<file path="src/rtl/uart_pkg.sv">
// Shared types and constants for the UART transmit queue.
package uart_pkg;
    localparam int UCSZ_MIN   = 5;
    localparam int UCSZ_MAX   = 8;
    localparam int DATA_W_DEF = 8;

    typedef enum logic [1:0] {
        IDLE,
        LOAD,
        WAIT_BUSY,
        WAIT_READY
    } tx_state_e;

    // Out-of-range character sizes fall back to the widest legal size.
    function automatic logic [3:0] eff_size(input logic [3:0] ucsz);
        return (ucsz >= 4'(UCSZ_MIN) && ucsz <= 4'(UCSZ_MAX)) ? ucsz : 4'(UCSZ_MAX);
    endfunction
endpackage

</file>
<file path="src/rtl/uart_sync_fifo.sv">
// Single-clock FIFO with wrap-bit pointers; pushes while full are ignored.
module uart_sync_fifo #(
    parameter int DEPTH  = 16,
    parameter int DATA_W = 8
) (
    input  logic                    clk,
    input  logic                    rst_n,
    input  logic                    push,
    input  logic                    pop,
    input  logic [DATA_W-1:0]       din,
    output logic [DATA_W-1:0]       head,
    output logic                    full,
    output logic                    empty,
    output logic [$clog2(DEPTH):0]  count
);
    localparam int AW = $clog2(DEPTH);

    logic [DATA_W-1:0] mem [DEPTH];
    logic [AW:0]       wptr;
    logic [AW:0]       rptr;
    logic              do_push;
    logic              do_pop;

    assign full    = (wptr[AW] != rptr[AW]) && (wptr[AW-1:0] == rptr[AW-1:0]);
    assign empty   = (wptr == rptr);
    assign count   = wptr - rptr;
    // full is evaluated before any same-cycle pop, so a push at full is always dropped
    assign do_push = push && !full;
    assign do_pop  = pop && !empty;
    assign head    = mem[rptr[AW-1:0]];

    always_ff @(posedge clk) begin
        if (!rst_n) begin
            wptr <= '0;
            rptr <= '0;
        end else begin
            if (do_push) wptr <= wptr + 1'b1;
            if (do_pop)  rptr <= rptr + 1'b1;
        end
    end

    always_ff @(posedge clk) begin
        if (do_push) mem[wptr[AW-1:0]] <= din;
    end
endmodule

</file>
<file path="src/rtl/uart_tx_queue.sv">
// CPU-side transmit queue feeding a UART data register, one byte per tx_ready handshake.
// Optional sticky overflow flag when UART_TX_QUEUE_OVF_EN is defined.
module uart_tx_queue
    import uart_pkg::*;
#(
    parameter int DEPTH  = 16,
    parameter int DATA_W = DATA_W_DEF
) (
    input  logic                    clk,
    input  logic                    rst_n,
    input  logic                    wr_en,
    input  logic [DATA_W-1:0]       wr_data,
    input  logic [3:0]              ucsz,
    input  logic                    tx_ready,
    output logic [DATA_W-1:0]       udrt,
    output logic                    tx_en,
    output logic                    full,
    output logic                    empty,
    output logic [$clog2(DEPTH):0]  count
`ifdef UART_TX_QUEUE_OVF_EN
    ,
    output logic                    ovf
`endif
);
    tx_state_e         state;
    tx_state_e         state_nxt;
    logic [DATA_W-1:0] head;
    logic [DATA_W-1:0] mask;
    logic              pop;

    uart_sync_fifo #(.DEPTH(DEPTH), .DATA_W(DATA_W)) u_fifo (
        .clk   (clk),
        .rst_n (rst_n),
        .push  (wr_en),
        .pop   (pop),
        .din   (wr_data),
        .head  (head),
        .full  (full),
        .empty (empty),
        .count (count)
    );

    assign pop  = (state == LOAD);
    assign mask = ~({DATA_W{1'b1}} << eff_size(ucsz));

    always_comb begin
        state_nxt = state;
        case (state)
            IDLE:       if (!empty && tx_ready) state_nxt = LOAD;
            LOAD:       state_nxt = WAIT_BUSY;
            WAIT_BUSY:  if (!tx_ready) state_nxt = WAIT_READY;
            WAIT_READY: if (tx_ready) state_nxt = IDLE;
            default:    state_nxt = IDLE;
        endcase
    end

    always_ff @(posedge clk) begin
        if (!rst_n) begin
            state <= IDLE;
            udrt  <= '0;
            tx_en <= 1'b0;
        end else begin
            state <= state_nxt;
            tx_en <= !empty || (state != IDLE);
            if (state == LOAD) udrt <= head & mask;
        end
    end

`ifdef UART_TX_QUEUE_OVF_EN
    always_ff @(posedge clk) begin
        if (!rst_n)              ovf <= 1'b0;
        else if (wr_en && full)  ovf <= 1'b1;
    end
`endif
endmodule

</file>
<file path="config.mk">
export PLATFORM = sky130hd
export DESIGN_NAME = uart_tx_queue
export DESIGN_NICKNAME = d
export VERILOG_FILES = /design/src/rtl/uart_pkg.sv /design/src/rtl/uart_sync_fifo.sv /design/src/rtl/uart_tx_queue.sv
export SDC_FILE = /design/constraint.sdc
export NUM_CORES = 1
export LEC_CHECK = 0
export CAP_MARGIN = 0
export CORE_ASPECT_RATIO = 0.8
export CORE_MARGIN = 1
export CORE_UTILIZATION = 25
export CTS_CLUSTER_DIAMETER = 50
export CTS_CLUSTER_SIZE = 10
export DETAILED_ROUTE_END_ITERATION = 8
export GPL_ROUTABILITY_DRIVEN = 0
export GPL_TIMING_DRIVEN = 0
export SLEW_MARGIN = 20
export SYNTH_ARGS = -nofsm -noshare
export SYNTH_HDL_FRONTEND = slang
export SYNTH_HIERARCHICAL = 1
export SYNTH_SLANG_ARGS = --single-unit
</file>
<file path="constraint.sdc">
create_clock -name clk -period 5.5 [get_ports clk]
set_input_delay 1.1 -clock clk [delete_from_list [all_inputs] [get_ports clk]]
set_output_delay 1.1 -clock clk [all_outputs]
set_load 0.01 [all_outputs]
</file>
==> flow_metrics.env <==
export IMPL_grt_use_total=0.111
export IMPL_vias=3304
export IMPL_tightestPinTransition_ps=896
export IMPL_dpl_worst_slack_ps=2270
export IMPL_ant_nets=0
export IMPL_antennaDiodeCount=0
export IMPL_slew_headroom=0.400
export IMPL_layout_setup_ws_ps=1850
export IMPL_ios=32
export IMPL_setup_violations=0
export IMPL_hold_viol_final=0
export IMPL_slew_viol_final=0
export IMPL_htreeDepth=4
export IMPL_ys_types=39
export IMPL_drc_errors=0
export IMPL_start_util=0.255
export IMPL_wirelength_um=13100
export IMPL_post_cts_buffers=0
export IMPL_synth_yosys_seq_area_share=0.696
export IMPL_min_period_ps=3650
export IMPL_cp_required_ps=4400
export IMPL_outcome="finished clean"
export IMPL_fin_crit_sh=0.664
export IMPL_nNetsFinal=439
export IMPL_drive_gt1_frac=0.186
export IMPL_avgSynthCellArea_um2=17.5
export IMPL_ys_seq_elements=153
export IMPL_final_cell_mix="edfxtp_1 (128), mux4_2 (32), clkdlybuf4s50_1 (31), dfxtp_1 (25), clkbuf_16 (17)"
export IMPL_clockRootBuffer="clkbuf_16"
export IMPL_cts_resized=0
export IMPL_layout_commonest_cell="edfxtp_1"
export IMPL_leakagePower_nw=2.42
export IMPL_cts_tree="yes"
export IMPL_grt_max_degree=17
export IMPL_utilization=0.309
export IMPL_portBuffers=31
export IMPL_fmax_mhz=274
export IMPL_criticalPathCategory="flop to output port"
export IMPL_yosys_warnings=6
export IMPL_cp_max_fo=5
export IMPL_worst_setup_path_end_kind="output port"
export IMPL_cts_buffers=17
export IMPL_crit_path_start_kind="flop"
export IMPL_p_per_area_mw_per_mm2=379
export IMPL_drtIter0Drc=337
export IMPL_place_area_mm2=0.00698
export IMPL_die_w_um=179
export IMPL_row_count=51
export IMPL_clkSinkCount=153
export IMPL_hold_path_class="flop to flop"
export IMPL_syn_area_mm2=0.00624
export IMPL_synthCells=357
export IMPL_clk_pin_slew_ps=60
export IMPL_multi_input_area_mm2=0.00181
export IMPL_die_h_um=143
export IMPL_dp_hpwl_um=9220
export IMPL_fin_skew_ps=7.61
export IMPL_regArea_mm2=0.00434
export IMPL_final_cell_area_mm2=0.00756
export IMPL_drv_cap=0
export IMPL_grt_pass1_wl_um=20300
export IMPL_wire_per_inst_um=17.7
export IMPL_crit_arrival_ps=2550
export IMPL_antenna_found_initial=0
export IMPL_peakVddDrop_mv=0.221
export IMPL_clockBufferDepth=2
export IMPL_area_growth_pct=21.2
export IMPL_dieArea_mm2=0.0256
export IMPL_grt_pass1_vias=3400
export IMPL_num_fill_cells=2352
export IMPL_grt_overflow=0
export IMPL_first_pass_iters=5
export IMPL_rsz0062_at_grt="no"
export IMPL_syn_nets=388
export IMPL_clock_latency_ps=410
export IMPL_setup_tns_ps=0
export IMPL_core_area_mm2=0.0244
export IMPL_holdBufCountCts=0
export IMPL_avgViaCountPerCell=4.48
export IMPL_holdWs_ps=497
==> worst max-delay path, stage by stage (launching register included) <==
cell and delay (ps):
dfxtp_1 360, inv_1 130, ha_1 170, inv_1 60
fa_1 390, a21o_1 190, a21oi_1 160, xnor2_1 140
clkdlybuf4s50_1 550
==> routing by layer <==
metal,global-route usage,wire length [µm],vias to the layer above
met3,0.0266,735,7
met2,0.166,6000,82
li1,-,-,1492
met1,0.157,6250,1723
met5,0,0,-
met4,0.0348,96,0
==> path summary, 6_finish.rpt <==
kind | from | end | slack [ps] | depth (start not counted)
worst min register to register | udrt[7] | udrt[7] | 500 | 2
worst max register to register | u_fifo/wptr[0] | u_fifo/mem[9][3] | 2820 | 6
worst min-delay path | udrt[7] | udrt[7] | 500 | 2
worst max-delay path | u_fifo/wptr[0] | count[4] | 1850 | 8
==> cell type report <==
class | instances | area share
buffer | 15 | 0.00910
inverter | 11 | 0.00546
multi-input combinational | 178 | 0.239
clock inverter | 13 | 0.0204
timing repair buffer | 32 | 0.0420
clock buffer | 18 | 0.0568
tap | 318 | 0.0526
sequential | 153 | 0.575
==> cells by family (layout without fill, tap and decap cells) <==
family	count (synthesis)	after routing	synth area share
buffers and inverters	26	89	0.0177
adder cells (fa/ha/maj)	15	15	0.0313
multiplexers	41	41	0.131
XOR/XNOR	12	12	0.0181
flip-flops	153	153	0.696
AND/OR/NAND/NOR	69	69	0.0552
AO/OA/AOI/OAI	41	41	0.0506
==> synth_stat cells <==
| cell | instances | area, µm² |
|---|---|---|
| edfxtp_1 | 128 | 3840 |
| mux4_2 | 32 | 721 |
| dfxtp_1 | 25 | 500 |
| a22oi_1 | 16 | 120 |
| nand2_1 | 16 | 60.1 |
| nor2_1 | 15 | 56.3 |
| ha_1 | 14 | 175 |
| inv_1 | 11 | 41.3 |
| and2_1 | 9 | 56.3 |
| nor2b_1 | 9 | 56.3 |
| mux2i_1 | 8 | 80.1 |
| xnor2_1 | 8 | 70.1 |
| nand2b_1 | 7 | 43.8 |
| nand3_1 | 6 | 30.0 |
| a21boi_0 | 5 | 37.5 |
| clkbuf_1 | 5 | 18.8 |
| buf_1 | 4 | 15.0 |
| buf_2 | 4 | 20.0 |
| nor3_1 | 4 | 20.0 |
| a21oi_1 | 3 | 15.0 |
| o211ai_1 | 3 | 22.5 |
| xor2_1 | 3 | 26.3 |
| a21boi_1 | 2 | 15.0 |
| a21o_1 | 2 | 15.0 |
| buf_4 | 2 | 15.0 |
| o21ai_0 | 2 | 10.0 |
| o21ai_2 | 2 | 17.5 |
| a2111oi_2 | 1 | 15.0 |
| a211oi_1 | 1 | 7.51 |
| a21o_2 | 1 | 8.76 |
| a2bb2oi_2 | 1 | 15.0 |
| and4_1 | 1 | 8.76 |
| fa_1 | 1 | 20.0 |
| mux2_4 | 1 | 15.0 |
| nand4_1 | 1 | 6.26 |
| o311ai_0 | 1 | 8.76 |
| o31ai_1 | 1 | 7.51 |
| or3_1 | 1 | 6.26 |
| xor2_2 | 1 | 16.3 |
==> state kept, by name, indices dropped and copies added, names as in the netlist, named ones only <==
signal and count:
u_fifo/mem 128, u_fifo/wptr 5, udrt 8, state 2, u_fifo/rptr 5, tx_en 1
==> power breakdown <==
part | internal, W | switching (W) | total [W]
Combinational | 0.000203 | 0.000201 | 0.000405
Sequential | 0.00129 | 0.0000214 | 0.00131
Clock | 0.000708 | 0.000437 | 0.00114
Total | 0.00220 | 0.000659 | 0.00286
==> stage by stage <==
step / std cells / total power (W)
global placement: 706 / 0.00173
floorplan: 357 / 0.00159
finish: 738 / 0.00286
global route: 738 / 0.00298
detailed placement: 707 / 0.00175
CTS: 738 / 0.00289
Power figures use the tool's default switching activity.
